**config.mk**
```make
export PLATFORM = sky130hd
export DESIGN_NAME = uart_tx_cfg
export DESIGN_NICKNAME = d
export VERILOG_FILES = /design/src/rtl/uart_tx_cfg.sv
export SDC_FILE = /design/constraint.sdc
export NUM_CORES = 1
export LEC_CHECK = 0
export CORE_MARGIN = 5
export CORE_UTILIZATION = 45
export DETAILED_ROUTE_END_ITERATION = 10
export MAX_ROUTING_LAYER = met4
export SLEW_MARGIN = 20
export SYNTH_ARGS = -nofsm -noshare
export SYNTH_HDL_FRONTEND = slang
export SYNTH_SLANG_ARGS = --single-unit
```
**constraint.sdc**
```tcl
create_clock -name i_clk -period 8.1 [get_ports i_clk]
set_input_delay 1.215 -clock i_clk [delete_from_list [all_inputs] [get_ports i_clk]]
set_output_delay 1.215 -clock i_clk [all_outputs]
set_load 0.01 [all_outputs]
```
**src/rtl/uart_tx_cfg.sv**
```systemverilog
// UART transmitter with a small transmit FIFO and a per-frame runtime format
// (divisor, 5-8 data bits, none/even/odd parity, 1 or 2 stop bits).
module uart_tx_cfg #(
  parameter int unsigned FIFO_DEPTH = 4,
  parameter int unsigned CNT_WIDTH  = 16
) (
  input  logic                          i_clk,
  input  logic                          i_rst_n,
  input  logic                          i_tx_dv,
  input  logic [7:0]                    i_tx_byte,
  input  logic [CNT_WIDTH-1:0]          i_cfg_clks_per_bit,
  input  logic [1:0]                    i_cfg_data_bits,
  input  logic [1:0]                    i_cfg_parity,
  input  logic                          i_cfg_stop2,
  output logic                          o_tx_ready,
  output logic [$clog2(FIFO_DEPTH):0]   o_fifo_level,
  output logic                          o_overflow,
  output logic                          o_tx_active,
  output logic                          o_tx_serial,
  output logic                          o_tx_done
);

  localparam int unsigned AW = $clog2(FIFO_DEPTH);
  localparam int unsigned LW = AW + 1;

  typedef enum logic [2:0] {StIdle, StStart, StData, StParity, StStop} state_e;

  logic [7:0]           mem_q [FIFO_DEPTH];
  logic [AW-1:0]        wr_ptr_q, rd_ptr_q;
  logic [LW-1:0]        level_q, level_d;
  logic                 ready_q, overflow_q;

  state_e               state_q;
  logic [CNT_WIDTH-1:0] cnt_q, cpb_q;
  logic [7:0]           shift_q;
  logic [2:0]           nbits_m1_q, bit_idx_q;
  logic                 par_en_q, par_bit_q, stop2_q, stop_idx_q;
  logic                 serial_q, active_q, done_q;

  logic                 push, pop, cnt_end, stop_end;
  logic [7:0]           head_masked;
  logic [CNT_WIDTH-1:0] cfg_cpb;

  always_comb begin
    push        = i_tx_dv & ready_q;
    cnt_end     = (cnt_q == cpb_q - CNT_WIDTH'(1));
    stop_end    = (state_q == StStop) && cnt_end && (!stop2_q || stop_idx_q);
    pop         = (level_q != '0) && ((state_q == StIdle) || stop_end);
    level_d     = level_q + LW'(push) - LW'(pop);
    head_masked = mem_q[rd_ptr_q] & (8'hFF >> (2'd3 - i_cfg_data_bits));
    cfg_cpb     = (i_cfg_clks_per_bit < CNT_WIDTH'(2)) ? CNT_WIDTH'(2) : i_cfg_clks_per_bit;
  end

  always_ff @(posedge i_clk) begin
    if (push) mem_q[wr_ptr_q] <= i_tx_byte;
  end

  // Full is judged on the registered ready, so a pop in the same cycle cannot admit a write.
  always_ff @(posedge i_clk) begin
    if (!i_rst_n) begin
      wr_ptr_q   <= '0;
      rd_ptr_q   <= '0;
      level_q    <= '0;
      ready_q    <= 1'b1;
      overflow_q <= 1'b0;
    end else begin
      if (push) wr_ptr_q <= wr_ptr_q + AW'(1);
      if (pop)  rd_ptr_q <= rd_ptr_q + AW'(1);
      level_q    <= level_d;
      ready_q    <= (level_d != LW'(FIFO_DEPTH));
      overflow_q <= i_tx_dv & ~ready_q;
    end
  end

  always_ff @(posedge i_clk) begin
    if (!i_rst_n) begin
      state_q    <= StIdle;
      cnt_q      <= '0;
      cpb_q      <= CNT_WIDTH'(2);
      shift_q    <= '0;
      nbits_m1_q <= '0;
      bit_idx_q  <= '0;
      par_en_q   <= 1'b0;
      par_bit_q  <= 1'b0;
      stop2_q    <= 1'b0;
      stop_idx_q <= 1'b0;
      serial_q   <= 1'b1;
      active_q   <= 1'b0;
      done_q     <= 1'b0;
    end else begin
      done_q <= stop_end;
      if (pop) begin
        // Format is captured here and held for the whole frame.
        state_q    <= StStart;
        cnt_q      <= '0;
        cpb_q      <= cfg_cpb;
        shift_q    <= head_masked;
        nbits_m1_q <= 3'd4 + {1'b0, i_cfg_data_bits};
        par_en_q   <= (i_cfg_parity == 2'b01) || (i_cfg_parity == 2'b10);
        par_bit_q  <= (^head_masked) ^ (i_cfg_parity == 2'b10);
        stop2_q    <= i_cfg_stop2;
        serial_q   <= 1'b0;
        active_q   <= 1'b1;
      end else if (state_q == StIdle) begin
        serial_q <= 1'b1;
        active_q <= 1'b0;
      end else begin
        cnt_q <= cnt_end ? '0 : cnt_q + CNT_WIDTH'(1);
        if (cnt_end) begin
          case (state_q)
            StStart: begin
              state_q   <= StData;
              serial_q  <= shift_q[0];
              shift_q   <= shift_q >> 1;
              bit_idx_q <= '0;
            end
            StData: begin
              if (bit_idx_q == nbits_m1_q) begin
                state_q    <= par_en_q ? StParity : StStop;
                serial_q   <= par_en_q ? par_bit_q : 1'b1;
                stop_idx_q <= 1'b0;
              end else begin
                bit_idx_q <= bit_idx_q + 3'd1;
                serial_q  <= shift_q[0];
                shift_q   <= shift_q >> 1;
              end
            end
            StParity: begin
              state_q    <= StStop;
              serial_q   <= 1'b1;
              stop_idx_q <= 1'b0;
            end
            StStop: begin
              // Two stop bits are two back-to-back CPB periods.
              if (stop2_q && !stop_idx_q) begin
                stop_idx_q <= 1'b1;
              end else begin
                state_q  <= StIdle;
                serial_q <= 1'b1;
                active_q <= 1'b0;
              end
            end
            default: begin
              state_q  <= StIdle;
              serial_q <= 1'b1;
              active_q <= 1'b0;
            end
          endcase
        end
      end
    end
  end

  assign o_tx_ready   = ready_q;
  assign o_fifo_level = level_q;
  assign o_overflow   = overflow_q;
  assign o_tx_active  = active_q;
  assign o_tx_serial  = serial_q;
  assign o_tx_done    = done_q;

endmodule

```
# After elaboration in Yosys (flattened, before gate mapping)
# Memory sizes are Yosys's and may differ from the RTL's. A register that Yosys moved wholly into a read port is not among the register bits.
# Index checks and enable logic that the tools add are counted.
totals:
  regBits: 65
  mem_bits_rw: 32
  memories: 1
mem_list:
  columns: ["name", "depth", "word_bits", "rd", "rd_ports_with_merged_regs", "wr", "line_no", "text"]
  rows:
  - ["mem_q", 4, 8, 1, 1, 1, "28", "logic [7:0] mem_q [FIFO_DEPTH];"]
op_classes:
  add_sub_neg: 9
  magnitude_cmp: 1
  eq_ne: 19
  shifts: 1
  mux: 35
  n_bitwise: 8
  n_reduce_logical: 26
ops:
  columns: ["cell", "count"]
  rows:
  - ["16-bit two-way mux", 2]
  - ["8-bit two-way mux", 4]
  - ["1-bit two-way mux", 17]
  - ["16-bit by 1-bit adder with 16-bit output, second input constant", 1]
  - ["16-bit equality test", 1]
  - ["16-bit by 2-bit less-than comparator with 1-bit output, second input constant", 1]
  - ["8-bit one-hot mux with 2 select lines", 1]
  - ["16-bit by 1-bit subtractor with 16-bit output, second input constant", 1]
  - ["3-bit two-way mux", 4]
  - ["3-bit inequality test, second input constant", 4]
  - ["3-bit one-hot mux with 4 select lines", 1]
  - ["4-bit AND reduction", 3]
  - ["3-bit nonzero test", 4]
  - ["8-bit AND", 1]
  - ["2-bit inequality test, second input constant", 4]
  - ["8-bit XOR reduction", 1]
  - ["8-bit by 2-bit >> shifter with 8-bit output, first input constant", 1]
  - ["3-bit by 2-bit equality test with 1-bit output, second input constant", 2]
  - ["1-bit one-hot mux with 3 select lines", 2]
  - ["3-bit one-hot mux with 2 select lines", 1]
  - ["6-bit AND reduction", 1]
  - ["5-bit AND reduction", 1]
  - ["2-bit by 1-bit adder with 2-bit output, second input constant", 2]
  - ["1-bit logical AND", 4]
  - ["other kinds (26)", 35]

# Logic depth before layout (Yosys ltp)
# Gate-level depths: netlist (run 1).
depth:
  word_depth: 8
  ltp_mapped: 20
  mapped_depth_nobuf: 18

# Least setup slack after synthesis (run 1)
# No wires, ideal clock.
synth_path:
  path_kind: "flip-flop to flip-flop"
  start: "reg cpb_q[0]"
  end: "reg ready_q, in the netlist o_tx_ready"
  setup_time_ps: 122
  t_arrival_ps: 3557
  t_required_ps: 7978
  setup_slack_ps: 4421
  path_stages_with_launch: 21
  n_path_buf: 2
  synth_period_minus_slack_ps: 3679
  path_cell_list: "dfxtp_1 -> inv_1 -> ha_1 -> nor3b_1 -> buf_2 -> a21boi_0 -> o21a_1 -> nor4_1 -> nand4b_1 -> o21ba_2 -> inv_2 -> buf_4 -> ha_1 -> inv_1 -> ha_1 -> inv_1 -> fa_1 -> xor2_1 -> xnor2_1 -> nor2_1 -> nand3b_1"
synth_via:
  elab_chain_cells: 8
synth_lines:
  columns: ["item", "line_no", "text"]
  rows:
  - ["start, declared", "34", "logic [CNT_WIDTH-1:0] cnt_q, cpb_q;"]
  - ["start signal, assigned", "96", "cpb_q <= cfg_cpb;"]
  - ["16-bit by 1-bit subtractor with 16-bit output", "46", "cnt_end = (cnt_q == cpb_q - CNT_WIDTH'(1));"]
  - ["16-bit equality test", "46", null]
  - ["1-bit logical AND (2 in series)", "47", "stop_end = (state_q == StStop) && cnt_end && (!stop2_q || stop_idx_q);"]
  - ["1-bit logical OR", "48", "pop = (level_q != '0) && ((state_q == StIdle) || stop_end);"]
  - ["1-bit logical AND", "48", null]
  - ["via pop", "40", "logic push, pop, cnt_end, stop_end;"]
  - ["3-bit by 1-bit subtractor with 3-bit output", "49", "level_d = level_q + LW'(push) - LW'(pop);"]
  - ["3-bit inequality test", "70", "ready_q <= (level_d != LW'(FIFO_DEPTH));"]
  - ["end signal, assigned", "70", null]
  - ["end, declared", "31", "logic ready_q, overflow_q;"]
# The timed path passes the listed nets, and every way through them passes these cells.
# A chain may end at the register's enable or synchronous reset.

# Worst setup path in the final report (run 1)
layout_path:
  start: "reg cpb_q[4]"
  end: "reg ready_q, in the netlist o_tx_ready"
layout_via:
  elab_chain_cells: 8
layout_lines:
  columns: ["item", "line_no"]
  rows:
  - ["16-bit by 1-bit subtractor with 16-bit output", "46"]
  - ["16-bit equality test", "46"]
  - ["1-bit logical AND (2 in series)", "47"]
  - ["1-bit logical OR", "48"]
  - ["1-bit logical AND", "48"]
  - ["3-bit by 1-bit subtractor with 3-bit output", "49"]
  - ["3-bit inequality test", "70"]
# Every way passes these cells.

==> results of run 1 <==
registers in the layout (all words and copies together), names as in the netlist, 2 cells and up, named ones only:
register,flops
mem_q,32
bit_idx_q,3
cpb_q,16
nbits_m1_q,3
o_fifo_level,3
shift_q,8
cnt_q,16
state_q,3
wr_ptr_q,2
rd_ptr_q,2
power by group through the flow:
stage,logic (mW),clock network [mW],registers [mW]
after floorplan,0.569,0,0.691
after global placement,0.689,0,0.726
after detailed placement,0.699,0,0.730
after CTS,0.702,0.320,0.718
after global routing,0.782,0.342,0.734
final,0.699,0.308,0.716
placed cells by master, fill, tap and decap left out, types with 12 or more instances in the layout:
| master | count |
|---|---|
| sky130_fd_sc_hd__dfxtp_1 | 67 |
| sky130_fd_sc_hd__nand2_1 | 42 |
| sky130_fd_sc_hd__clkdlybuf4s50_1 | 39 |
| sky130_fd_sc_hd__nor2_1 | 33 |
| sky130_fd_sc_hd__edfxtp_1 | 32 |
| sky130_fd_sc_hd__xnor2_1 | 29 |
| sky130_fd_sc_hd__a21oi_1 | 23 |
| sky130_fd_sc_hd__xor2_1 | 19 |
| sky130_fd_sc_hd__o21ai_0 | 18 |
| sky130_fd_sc_hd__nor3_1 | 12 |
| sky130_fd_sc_hd__nand3_1 | 12 |
per-layer routing:
layer,vias up,track usage [%],wire length (um)
li1,1712,-,-
met2,49,25.1,4530
met1,1654,24.4,5260
met3,8,3.67,299
met5,-,-,0
met4,0,4.73,108
stage by stage:
stage,power (mW),std cells,worst slack (ns),utilization (%)
global route,1.86,629,3.14,52.3
floorplan,1.26,459,4.42,-
finish,1.72,629,3.58,52.3
detailed placement,1.43,613,3.17,50.4
global placement,1.41,613,3.40,50.4
CTS,1.74,629,3.14,52.2
area by class of cell:
type                       instances  area (sq um)
tap                              136           170
sequential                        99          2300
inverter                          12          45.0
multi-input combinational        326          2300
fill                             948          4920
clock buffer                       9           124
clock inverter                     7          63.8
timing repair buffer              40           398
cells by family after synthesis:
family	after synthesis
adders and majority gates	11
muxes	16
DFF	99
AOI/OAI and AO/OA	83
and+or+nand+nor	168
buffers and inverters	34
xor gates and xnor gates	48
critical path, cell delays in order, from the launching register on:
cell and delay, ns:
sky130_fd_sc_hd__dfxtp_1 0.38, sky130_fd_sc_hd__nor4_2 0.86, sky130_fd_sc_hd__a21boi_0 0.21, sky130_fd_sc_hd__o21a_1 0.27, sky130_fd_sc_hd__nor4_1 0.24, sky130_fd_sc_hd__nand4b_1 0.26
sky130_fd_sc_hd__o21ba_2 0.48, sky130_fd_sc_hd__inv_2 0.32, sky130_fd_sc_hd__ha_1 0.29, sky130_fd_sc_hd__inv_1 0.06, sky130_fd_sc_hd__ha_1 0.13, sky130_fd_sc_hd__inv_1 0.05
sky130_fd_sc_hd__fa_1 0.38, sky130_fd_sc_hd__xor2_1 0.16, sky130_fd_sc_hd__xnor2_1 0.13, sky130_fd_sc_hd__nor2_1 0.12, sky130_fd_sc_hd__nand3b_1 0.09
worst paths after layout:
kind            startpoint             to  slack [ns]  cells past startpoint
max reg2reg       cpb_q[4]     o_tx_ready        3.58                     16
max               cpb_q[4]     o_tx_ready        3.58                     16
min          nbits_m1_q[1]  nbits_m1_q[1]        0.47                      2
min reg2reg  nbits_m1_q[1]  nbits_m1_q[1]        0.47                      2
==> results_tabular.tex, run 1 <==
\begin{tabular}{lr}
\hline
Metric & Value \\
\hline
\multicolumn{2}{l}{\textbf{Pwr}} \\
\quad Internal power of the cells & 1.05 mW \\
\quad Part of the power in combinational logic & 40.6\% \\
\quad Sequential power share & 41.6\% \\
\quad Switching share of total power & 39.0\% \\
\quad VDD IR max & 0.000140 V \\
\quad Clock share of power & 17.9\% \\
\quad Areal power density over the cells & 319 nW/um\^{}2 \\
\quad Total net switching power & 673 uW \\
\quad Leak pwr & 1.94 nW \\
\multicolumn{2}{l}{\textbf{STA}} \\
\quad Highest clock frequency the design can meet & 0.221 GHz \\
\quad Worst slack on hold paths & 0.472 ns \\
\quad Number of endpoints with negative hold slack in the final report & 0 \\
\quad Sum of negative setup slack & 0 ns \\
\quad Period Utilization, post-route & 55.8\% \\
\quad Pin slew with the least headroom to its limit & 0.949 ns \\
\quad Finish-stage setup viols & 0 \\
\quad Number of pins with negative max-slew slack in the final report & 0 \\
\quad Normalized max-slew margin & 36.2\% \\
\quad RSZ-0062 raised after global routing & no \\
\quad Worst Skew & 0.0161 ns \\
\quad Final min period & 4.52 ns \\
\multicolumn{2}{l}{\textbf{Detailed routing}} \\
\quad DR vias & 3423 \\
\quad Detail Route Antenna Nets & 0 \\
\quad Count of TritonRoute iterations in the first routing pass & 4 \\
\quad Routed wirelength normalized by instance count & 16.2 um \\
\quad Mean number of vias per cell & 5.44 \\
\quad Iteration-0 DRC count of the detailed router & 112 \\
\quad Total Wirelength & 10200 um \\
\quad Remaining routing DRC violations & 0 \\
\multicolumn{2}{l}{\textbf{GRT}} \\
\quad Antenna violations before repair & 0 \\
\quad Wire length of the first global-routing pass & 17000 um \\
\quad Number of global-route vias before repair & 3333 \\
\quad Total gr overflow & 0 \\
\quad Total global-route track usage & 17.3\% \\
\quad Maximum number of pins on one net before global-route repair & 32 \\
\multicolumn{2}{l}{\textbf{Synth}} \\
\quad Combinational family with the most area after synthesis & simple AND/OR/NAND/NOR gates \\
\quad Fraction of synthesized cell area in xor and xnor cells & 8.86\% \\
\quad Main synth FF type & sky130\_fd\_sc\_hd\_\_dfxtp\_1 \\
\quad Mean cell area of the mapped netlist & 10.3 sq um \\
\quad Post-synth net total & 502 \\
\quad Fraction of the mapped netlist area in adder cells & 3.06\% \\
\quad Syn Std Cell Area & 4740 sq um \\
\quad Number of library cell types mapped by synthesis & 57 \\
\quad Share of flip-flops with an asynchronous set or reset & 0\% \\
\quad Share of the synthesized area in compound gates (AO/OA/AOI/OAI) & 11.5\% \\
\quad Number of enable flip-flop cells after synthesis & 32 \\
\quad Number of instances in the synthesized netlist & 459 \\
\quad Mux share of post-synthesis cell area & 5.49\% \\
\quad Most frequent cells after synthesis & 67 x sky130\_fd\_sc\_hd\_\_dfxtp\_1, 42 x sky130\_fd\_sc\_hd\_\_nand2\_1, 33 x sky130\_fd\_sc\_hd\_\_nor2\_1 \\
\quad Most numerous cell in the Yosys netlist & sky130\_fd\_sc\_hd\_\_dfxtp\_1 \\
\quad Post-synthesis sequential area ratio & 48.5\% \\
\quad Share of the synthesized area in the top cell type & 28.3\% \\
\quad Register bit total from synthesis & 99 \\
\quad Warnings, synthesis & 0 \\
\quad Dominant cells by area after synthesis & sky130\_fd\_sc\_hd\_\_dfxtp\_1 28\%, sky130\_fd\_sc\_hd\_\_edfxtp\_1 20\%, sky130\_fd\_sc\_hd\_\_xnor2\_1 5.4\% \\
\quad Library cell occupying the most area in the post-synthesis netlist & sky130\_fd\_sc\_hd\_\_dfxtp\_1 \\
\quad Simple logic cell fraction of the synthesized area & 19.4\% \\
\multicolumn{2}{l}{\textbf{Worst setup path}} \\
\quad Sort of element at the end of the critical path & flip-flop \\
\quad CP Data Required Time & 8.37 ns \\
\quad Kind of critical path & reg -> reg \\
\quad Worst-path fanout max & 31 \\
\quad Kind of launch point of the worst setup path & flip-flop \\
\quad Worst endpoint data arrival time & 4.79 ns \\
\multicolumn{2}{l}{\textbf{Clock network}} \\
\quad H-tree level count & 3 \\
\quad Buffer type at the clock tree root & sky130\_fd\_sc\_hd\_\_clkbuf\_8 \\
\quad Resize count post-CTS & 0 \\
\quad Number of hold-repair buffers added at the cts stage & 0 \\
\quad Number of setup buffers added after CTS & 0 \\
\quad Clock transition time at the flip-flop clock pins of the worst setup and hold paths & 0.10 ns \\
\quad Number of buffers created by CTS & 9 \\
\quad Clock tree from TritonCTS & done \\
\quad CTS sink count & 99 \\
\quad Bufs on Longest Clock Path & 2 \\
\quad Clk\_lat worst skew & 0.37 ns \\
\multicolumn{2}{l}{\textbf{Cells and area}} \\
\quad Inserted Diodes & 0 \\
\quad Share of post-route cells with drive strength above 1 & 6.90\% \\
\quad Layout Area Growth over Synthesis & 13.8\% \\
\quad Final Instance Area & 5400 sq um \\
\quad Final-stage net count & 531 \\
\multicolumn{2}{l}{\textbf{Placed design}} \\
\quad Cell area after placement & 5210 sq um \\
\quad Sum of net half-perimeters after detailed placement & 7500 um \\
\quad Buffers added on ports & 39 \\
\quad Routability congestion estimate from global placement & 0.903 \\
\multicolumn{2}{l}{\textbf{Floorplan}} \\
\quad Boundary pin count & 40 \\
\quad Full die area & 12700 sq um \\
\quad Die H & 113 um \\
\quad Initial Utilization & 45.9\% \\
\quad Placeable core region & 10300 sq um \\
\quad Die W & 113 um \\
\quad Standard-cell rows & 37 \\
\multicolumn{2}{l}{\textbf{Flow run}} \\
\quad Total of max-cap violations & 0 \\
\multicolumn{2}{l}{\textbf{Worst hold path}} \\
\quad Min-delay worst type & reg -> reg \\
\multicolumn{2}{l}{\textbf{Outcome}} \\
\quad Status & complete, no violations \\
\hline
\end{tabular}
Note: power is estimated with default switching activity, not from simulation.
==> inputs of run 2 (changes only) <==
Clock period 8.1 ns to 4.3 ns, I/O delays scaled along.
==> run 2 against run 1 <==
Net effect: hold slack worse by 0.0047 ns; maximum frequency increased by 20%; clock power grew 95%; combinational power rose by 96%; utilization rose by 0.48 points; highest routed layer unchanged.
==> results_tabular.tex, run 2 (synthesis gave the netlist of run 1 again) <==
\begin{tabular}{lr}
\hline
Metric & Value \\
\hline
\multicolumn{2}{l}{\textbf{Clock network}} \\
\quad Number of buffers created by CTS & 9 (unchanged) \\
\quad H-tree level count & 3 (unchanged) \\
\quad Buffer type at the clock tree root & sky130\_fd\_sc\_hd\_\_clkbuf\_8 (unchanged) \\
\quad Bufs on Longest Clock Path & 2 (unchanged) \\
\quad Clk\_lat worst skew & 0.40 ns (was 0.37 ns) \\
\quad Clock transition time at the flip-flop clock pins of the worst setup and hold paths & 0.10 ns (about the same) \\
\quad CTS sink count & 99 (unchanged) \\
\quad Number of hold-repair buffers added at the cts stage & 0 (unchanged) \\
\quad Number of setup buffers added after CTS & 0 (unchanged) \\
\quad Clock tree from TritonCTS & done (unchanged) \\
\quad Resize count post-CTS & 0 (unchanged) \\
\multicolumn{2}{l}{\textbf{Worst setup path}} \\
\quad Worst Setup SP & cpb\_q[0] (was cpb\_q[4]) \\
\quad Highest-delay cell along the critical path & sky130\_fd\_sc\_hd\_\_dfxtp\_1 (was sky130\_fd\_sc\_hd\_\_nor4\_2) \\
\quad End of the critical path & o\_tx\_ready (unchanged) \\
\quad Sort of element at the end of the critical path & flip-flop (unchanged) \\
\quad FF-to-FF Start & cpb\_q[0] (was cpb\_q[4]) \\
\quad Top delay family on crit path & simple AND/OR/NAND/NOR gates (unchanged) \\
\quad Kind of launch point of the worst setup path & flip-flop (unchanged) \\
\quad Terminus of the critical flop-to-flop path & o\_tx\_ready (unchanged) \\
\quad Worst-path fanout max & 9 (was 31) \\
\quad CP Data Required Time & 4.58 ns (was 8.37 ns) \\
\quad Crit path buf inv count & 5 (was 3) \\
\quad Worst endpoint data arrival time & 4.06 ns (was 4.79 ns) \\
\quad Crit path cell chain & inv\_1 > ha\_1 > nor3b\_1 > buf\_4 > nand3\_1 > xnor2\_1 > nor4\_1 > nand4b\_1 > o21ba\_2 > inv\_2 > ha\_1 > inv\_1 > ha\_1 > inv\_1 > fa\_1 > xor2\_1 > xnor2\_1 > nor2\_1 > nand3b\_1 (was nor4\_2 > a21boi\_0 > o21a\_1 > nor4\_1 > nand4b\_1 > o21ba\_2 > inv\_2 > ha\_1 > inv\_1 > ha\_1 > inv\_1 > fa\_1 > xor2\_1 > xnor2\_1 > nor2\_1 > nand3b\_1) \\
\quad Path depth of the worst reg2reg path & 19 (was 16) \\
\quad Total number of cells along the worst setup path & 19 (was 16) \\
\quad Kind of critical path & reg -> reg (unchanged) \\
\quad Worst-case register-to-register setup slack & 0.52 ns (was 3.58 ns) \\
\quad Delay of the slowest cell on the worst path & 0.39 ns (was 0.86 ns) \\
\multicolumn{2}{l}{\textbf{Cells and area}} \\
\quad Most flops, register & mem\_q (unchanged) \\
\quad Post-Route Utilization & 52.8\% (was 52.3\%) \\
\quad Share of post-route cells with drive strength above 1 & 7.83\% (was 6.90\%) \\
\quad Final Instance Area & 5450 sq um (was 5400 sq um) \\
\quad Leading cell type in the layout, fill and taps excluded & sky130\_fd\_sc\_hd\_\_dfxtp\_1 (unchanged) \\
\quad Final-stage net count & 536 (was 531) \\
\quad Layout Area Growth over Synthesis & 14.9\% (was 13.8\%) \\
\quad Commonest non-fill, non-tap cells in the layout & 67 x sky130\_fd\_sc\_hd\_\_dfxtp\_1, 42 x sky130\_fd\_sc\_hd\_\_nand2\_1, 39 x sky130\_fd\_sc\_hd\_\_clkdlybuf4s50\_1, 33 x sky130\_fd\_sc\_hd\_\_nor2\_1, 32 x sky130\_fd\_sc\_hd\_\_edfxtp\_1 (unchanged) \\
\quad Count of non-filler cells in the finished layout & 634 (was 629) \\
\quad Inserted Diodes & 0 (unchanged) \\
\quad Largest registers in the final layout & mem\_q (32), cnt\_q (16), cpb\_q (16) (unchanged) \\
\quad Number of flip-flops in the largest register & 32 (unchanged) \\
\multicolumn{2}{l}{\textbf{Outcome}} \\
\quad Status & complete, no violations (unchanged) \\
\multicolumn{2}{l}{\textbf{STA}} \\
\quad Sum of negative setup slack & 0 ns (unchanged) \\
\quad Pin slew with the least headroom to its limit & 0.809 ns (was 0.949 ns) \\
\quad Normalized max-slew margin & 45.6\% (was 36.2\%) \\
\quad RSZ-0062 raised after global routing & no (unchanged) \\
\quad Finish-stage setup viols & 0 (unchanged) \\
\quad Final min period & 3.78 ns (was 4.52 ns) \\
\quad Worst Skew & 0.0184 ns (was 0.0161 ns) \\
\quad Number of pins with negative max-slew slack in the final report & 0 (unchanged) \\
\quad Setup slack of the critical path after layout & 0.524 ns (was 3.58 ns) \\
\quad Number of endpoints with negative hold slack in the final report & 0 (unchanged) \\
\quad Period Utilization, post-route & 87.8\% (was 55.8\%) \\
\quad Highest clock frequency the design can meet & 0.265 GHz (was 0.221 GHz) \\
\quad Worst slack on hold paths & 0.467 ns (was 0.472 ns) \\
\multicolumn{2}{l}{\textbf{Placed design}} \\
\quad Setup slack after placement & 0.564 ns (was 3.17 ns) \\
\quad Cells after DPL & 618 (was 613) \\
\quad Buffers added on ports & 39 (unchanged) \\
\quad Sum of net half-perimeters after detailed placement & 7220 um (was 7500 um) \\
\quad Cell area after placement & 5240 sq um (was 5210 sq um) \\
\quad Routability congestion estimate from global placement & 0.856 (was 0.903) \\
\multicolumn{2}{l}{\textbf{Detailed routing}} \\
\quad Remaining routing DRC violations & 0 (unchanged) \\
\quad DR vias & 3441 (was 3423) \\
\quad Total Wirelength & 10100 um (was 10200 um) \\
\quad Mean number of vias per cell & 5.43 (was 5.44) \\
\quad Detail Route Antenna Nets & 0 (unchanged) \\
\quad Routed wirelength normalized by instance count & 15.9 um (was 16.2 um) \\
\quad Iteration-0 DRC count of the detailed router & 198 (was 112) \\
\quad Count of TritonRoute iterations in the first routing pass & 5 (was 4) \\
\multicolumn{2}{l}{\textbf{Pwr}} \\
\quad VDD IR max & 0.000508 V (was 0.000140 V) \\
\quad Areal power density over the cells & 610 nW/um\^{}2 (was 319 nW/um\^{}2) \\
\quad Total power of the final layout & 3.32 mW (was 1.72 mW) \\
\quad Leak pwr & 1.97 nW (was 1.94 nW) \\
\multicolumn{2}{l}{\textbf{Floorplan}} \\
\quad Die W & 113 um (unchanged) \\
\quad Standard-cell rows & 37 (unchanged) \\
\quad Die H & 113 um (unchanged) \\
\quad Placeable core region & 10300 sq um (unchanged) \\
\quad Full die area & 12700 sq um (unchanged) \\
\quad Initial Utilization & 45.9\% (unchanged) \\
\quad Boundary pin count & 40 (unchanged) \\
\multicolumn{2}{l}{\textbf{GRT}} \\
\quad Number of global-route vias before repair & 3417 (was 3333) \\
\quad Maximum number of pins on one net before global-route repair & 32 (unchanged) \\
\quad Wire length of the first global-routing pass & 17200 um (was 17000 um) \\
\quad Total global-route track usage & 17.5\% (was 17.3\%) \\
\quad Antenna violations before repair & 0 (unchanged) \\
\quad Total gr overflow & 0 (unchanged) \\
\multicolumn{2}{l}{\textbf{Flow run}} \\
\quad Total of max-cap violations & 0 (unchanged) \\
\multicolumn{2}{l}{\textbf{Worst hold path}} \\
\quad Min-delay src & stop2\_q (was nbits\_m1\_q[1]) \\
\quad Min-delay worst type & reg -> reg (unchanged) \\
\hline
\end{tabular}
run 2: power breakdown:
| group | switching (mW) | leakage, nW | internal (mW) |
|---|---|---|---|
| clock network | 0.359 | 0.103 | 0.243 |
| logic | 0.746 | 1.02 | 0.627 |
| registers | 0.192 | 0.842 | 1.16 |
| total | 1.30 | 1.97 | 2.03 |
run 2: worst min path at each step:
stage,endpoint,slack [ns],cells past startpoint
global route,nbits_m1_q[0],0.50,2
detailed placement,stop2_q,0.46,2
CTS,stop2_q,0.47,2
finish,stop2_q,0.47,2
floorplan,stop2_q,0.43,2
global placement,stop2_q,0.44,2
run 2: cell type report:
cell class              instances  area [sq um]
fillers                       932          4870
flip-flops and latches         99          2300
multi-input cells             326          2290
repair buffers                 45           435
well taps                     136           170
clock buffers                  10           138
clock inverters                 6          67.6
inverters                      12          45.0
run 2: tightest hold or removal path: cells and delay by family, from the launching register on:
kind               cells  cell delay [ns]
AOI/OAI and AO/OA      1             0.05
DFF                    1             0.32
and+or+nand+nor        1             0.05
run 2: per-layer routing:
| layer | track usage [%] | vias to the layer above | part of all wire [%] | wire length, um |
|---|---|---|---|---|
| met5 | - | - | 0 | 0 |
| met4 | 5.13 | 0 | 0.92 | 93 |
| met3 | 5.18 | 8 | 5.0 | 508 |
| met2 | 26.4 | 61 | 46 | 4590 |
| met1 | 22.7 | 1648 | 49 | 4900 |
| li1 | - | 1724 | - | - |
==> inputs of run 3 (changes only) <==
Settings changed: CORE_UTILIZATION 45 to 58, PLACE_DENSITY set to 0.8.
==> run 3 against run 2 <==
Net effect: first-iteration DRC count decreased by 0.51%; non-clock buffer count unchanged; flip-flop and latch count unchanged; register-to-register slack improved by 0.099 ns; die area decreased by 21%; worst setup slack improved by 0.099 ns; utilization increased by 14 points; critical path type unchanged.
==> results_tabular.tex, run 3 (synthesis gave the netlist of run 1 again) <==
\begin{tabular}{lr}
\hline
Metric & Value \\
\hline
\multicolumn{2}{l}{\textbf{Clock network}} \\
\quad Bufs on Longest Clock Path & 2 (unchanged) \\
\quad Buffer type at the clock tree root & sky130\_fd\_sc\_hd\_\_clkbuf\_8 (unchanged) \\
\quad Clock tree from TritonCTS & done (unchanged) \\
\quad Number of buffers created by CTS & 9 (unchanged) \\
\quad Clk\_lat worst skew & 0.38 ns (was 0.40 ns) \\
\quad CTS sink count & 99 (unchanged) \\
\quad H-tree level count & 3 (unchanged) \\
\quad Number of hold-repair buffers added at the cts stage & 0 (unchanged) \\
\quad Clock transition time at the flip-flop clock pins of the worst setup and hold paths & 0.11 ns (was 0.10 ns) \\
\quad Resize count post-CTS & 0 (unchanged) \\
\quad Number of setup buffers added after CTS & 0 (unchanged) \\
\multicolumn{2}{l}{\textbf{Placed design}} \\
\quad Routability congestion estimate from global placement & 0.882 (was 0.856) \\
\quad Setup slack after placement & 0.634 ns (was 0.564 ns) \\
\quad Buffers added on ports & 39 (unchanged) \\
\quad Sum of net half-perimeters after detailed placement & 7230 um (was 7220 um) \\
\quad Cell area after placement & 5200 sq um (was 5240 sq um) \\
\multicolumn{2}{l}{\textbf{GRT}} \\
\quad Antenna violations before repair & 0 (unchanged) \\
\quad Total global-route track usage & 21.6\% (was 17.5\%) \\
\quad Number of global-route vias before repair & 3525 (was 3417) \\
\quad Total gr overflow & 0 (unchanged) \\
\quad Wire length of the first global-routing pass & 16700 um (was 17200 um) \\
\quad Maximum number of pins on one net before global-route repair & 32 (unchanged) \\
\multicolumn{2}{l}{\textbf{STA}} \\
\quad Worst Skew & 0.0183 ns (was 0.0184 ns) \\
\quad Normalized max-slew margin & 50.7\% (was 45.6\%) \\
\quad Worst slack on hold paths & 0.468 ns (was 0.467 ns) \\
\quad Final min period & 3.68 ns (was 3.78 ns) \\
\quad RSZ-0062 raised after global routing & no (unchanged) \\
\quad Highest clock frequency the design can meet & 0.272 GHz (was 0.265 GHz) \\
\quad Sum of negative setup slack & 0 ns (unchanged) \\
\quad Finish-stage setup viols & 0 (unchanged) \\
\quad Setup slack of the critical path after layout & 0.624 ns (was 0.524 ns) \\
\quad Number of pins with negative max-slew slack in the final report & 0 (unchanged) \\
\quad Period Utilization, post-route & 85.5\% (was 87.8\%) \\
\quad Pin slew with the least headroom to its limit & 0.732 ns (was 0.809 ns) \\
\quad Number of endpoints with negative hold slack in the final report & 0 (unchanged) \\
\multicolumn{2}{l}{\textbf{Worst setup path}} \\
\quad CP Data Required Time & 4.57 ns (was 4.58 ns) \\
\quad Delay of the slowest cell on the worst path & 0.46 ns (was 0.39 ns) \\
\quad Worst endpoint data arrival time & 3.95 ns (was 4.06 ns) \\
\quad Top delay family on crit path & adder cells (was simple AND/OR/NAND/NOR gates) \\
\quad Worst-path fanout max & 5 (was 9) \\
\quad Terminus of the critical flop-to-flop path & o\_tx\_ready (unchanged) \\
\quad Kind of critical path & reg -> reg (unchanged) \\
\quad Path depth of the worst reg2reg path & 18 (was 19) \\
\quad Crit path buf inv count & 4 (was 5) \\
\quad Worst-case register-to-register setup slack & 0.62 ns (was 0.52 ns) \\
\quad FF-to-FF Start & cpb\_q[0] (unchanged) \\
\quad Highest-delay cell along the critical path & sky130\_fd\_sc\_hd\_\_dfxtp\_1 (unchanged) \\
\quad Crit path cell chain & inv\_1 > ha\_1 > o21ba\_1 > a221oi\_1 > a31oi\_1 > nor4\_1 > nand4b\_1 > o21ba\_2 > inv\_2 > ha\_1 > inv\_1 > ha\_1 > inv\_1 > fa\_1 > xor2\_1 > xnor2\_1 > nor2\_1 > nand3b\_1 (was inv\_1 > ha\_1 > nor3b\_1 > buf\_4 > nand3\_1 > xnor2\_1 > nor4\_1 > nand4b\_1 > o21ba\_2 > inv\_2 > ha\_1 > inv\_1 > ha\_1 > inv\_1 > fa\_1 > xor2\_1 > xnor2\_1 > nor2\_1 > nand3b\_1) \\
\quad Sort of element at the end of the critical path & flip-flop (unchanged) \\
\quad Kind of launch point of the worst setup path & flip-flop (unchanged) \\
\multicolumn{2}{l}{\textbf{Cells and area}} \\
\quad Share of post-route cells with drive strength above 1 & 7.83\% (unchanged) \\
\quad Final-stage net count & 536 (unchanged) \\
\quad FILL cells & 640 (was 932) \\
\quad Inserted Diodes & 0 (unchanged) \\
\quad Commonest non-fill, non-tap cells in the layout & 67 x sky130\_fd\_sc\_hd\_\_dfxtp\_1, 42 x sky130\_fd\_sc\_hd\_\_nand2\_1, 39 x sky130\_fd\_sc\_hd\_\_clkdlybuf4s50\_1, 33 x sky130\_fd\_sc\_hd\_\_nor2\_1, 32 x sky130\_fd\_sc\_hd\_\_edfxtp\_1 (unchanged) \\
\quad Final Instance Area & 5410 sq um (was 5450 sq um) \\
\quad Layout Area Growth over Synthesis & 14.0\% (was 14.9\%) \\
\quad Largest registers in the final layout & mem\_q (32), cnt\_q (16), cpb\_q (16) (unchanged) \\
\quad Most flops, register & mem\_q (unchanged) \\
\quad Leading cell type in the layout, fill and taps excluded & sky130\_fd\_sc\_hd\_\_dfxtp\_1 (unchanged) \\
\quad Number of flip-flops in the largest register & 32 (unchanged) \\
\multicolumn{2}{l}{\textbf{Pwr}} \\
\quad Areal power density over the cells & 613 nW/um\^{}2 (was 610 nW/um\^{}2) \\
\quad Total power of the final layout & 3.32 mW (about the same) \\
\quad Leak pwr & 1.97 nW (about the same) \\
\quad VDD IR max & 0.000455 V (was 0.000508 V) \\
\multicolumn{2}{l}{\textbf{Detailed routing}} \\
\quad Detail Route Antenna Nets & 0 (unchanged) \\
\quad Count of TritonRoute iterations in the first routing pass & 5 (unchanged) \\
\quad Iteration-0 DRC count of the detailed router & 197 (was 198) \\
\quad Total Wirelength & 9950 um (was 10100 um) \\
\quad Remaining routing DRC violations & 0 (unchanged) \\
\quad DR vias & 3514 (was 3441) \\
\quad Routed wirelength normalized by instance count & 16.5 um (was 15.9 um) \\
\quad Mean number of vias per cell & 5.83 (was 5.43) \\
\multicolumn{2}{l}{\textbf{Floorplan}} \\
\quad Placeable core region & 8090 sq um (was 10300 sq um) \\
\quad Standard-cell rows & 33 (was 37) \\
\quad Die H & 100 um (was 113 um) \\
\quad Full die area & 10100 sq um (was 12700 sq um) \\
\quad Die W & 100 um (was 113 um) \\
\quad Initial Utilization & 58.6\% (was 45.9\%) \\
\quad Boundary pin count & 40 (unchanged) \\
\multicolumn{2}{l}{\textbf{Worst hold path}} \\
\quad Min-delay worst type & reg -> reg (unchanged) \\
\quad Endpoint of the worst hold-timing path & stop2\_q (unchanged) \\
\quad Number of instances on the worst hold path & 2 (unchanged) \\
\quad Min-delay src & stop2\_q (unchanged) \\
\multicolumn{2}{l}{\textbf{Flow run}} \\
\quad Total of max-cap violations & 0 (unchanged) \\
\multicolumn{2}{l}{\textbf{Outcome}} \\
\quad Status & complete, no violations (unchanged) \\
\hline
\end{tabular}
## run 3: cell count changes in the layout (fill, tap and decap cells not counted)
cell / previous run / this run
sky130_fd_sc_hd__inv_8: 0 / 4
sky130_fd_sc_hd__clkinv_8: 2 / 1
sky130_fd_sc_hd__inv_6: 3 / 1
sky130_fd_sc_hd__clkbuf_8: 10 / 9
## run 3: layer usage
metal | GRT usage (%) | wire [um] | share of wire [%] | vias up
met1 | 28.4 | 4500 | 45 | 1683
met5 | - | 0 | 0 | -
met2 | 34.2 | 4830 | 49 | 88
met4 | 5.28 | 88 | 0.88 | 0
met3 | 4.79 | 531 | 5.3 | 7
li1 | - | - | - | 1736
## run 3: worst max path at each step
stage               depth (start not counted)  slack (ns)  startpoint          to
finish                                     18        0.62    cpb_q[0]  o_tx_ready
detailed placement                         18        0.63    cpb_q[0]  o_tx_ready
floorplan                                  20        0.62    cpb_q[0]  o_tx_ready
global placement                           18        0.77    cpb_q[0]  o_tx_ready
CTS                                        19        0.63    cpb_q[0]  o_tx_ready
global route                               19        0.30    cpb_q[0]  o_tx_ready
## run 3: where the power goes
part           switching, mW  leakage, nW  total [mW]  internal (mW)
clock                  0.370        0.104       0.605          0.235
sequential             0.192        0.842        1.35           1.16
combinational          0.737         1.02        1.36          0.626
total                   1.30         1.97        3.32           2.02
## run 3: cell type report
class | count | area, sq um | area share (%)
flip-flops and latches | 99 | 2300 | 42.6
multi-input cells | 326 | 2290 | 42.4
clock buffers | 9 | 124 | 2.29
repair buffers | 45 | 435 | 8.05
clock inverters | 7 | 78.8 | 1.46
well taps | 105 | 131 | 2.43
inverters | 12 | 45.0 | 0.833
## run 3: worst min-delay path: stages (launching register included)
cell and delay, ns:
sky130_fd_sc_hd__dfxtp_1 0.32, sky130_fd_sc_hd__nand2_1 0.05, sky130_fd_sc_hd__a21boi_1 0.06
## run 3: through the flow
stage | cells | utilization, %
after detailed placement | 587 | 64.3
after floorplan | 459 | -
after global routing | 603 | 66.8
final | 603 | 66.8
after global placement | 587 | 64.3
after CTS | 603 | 66.8
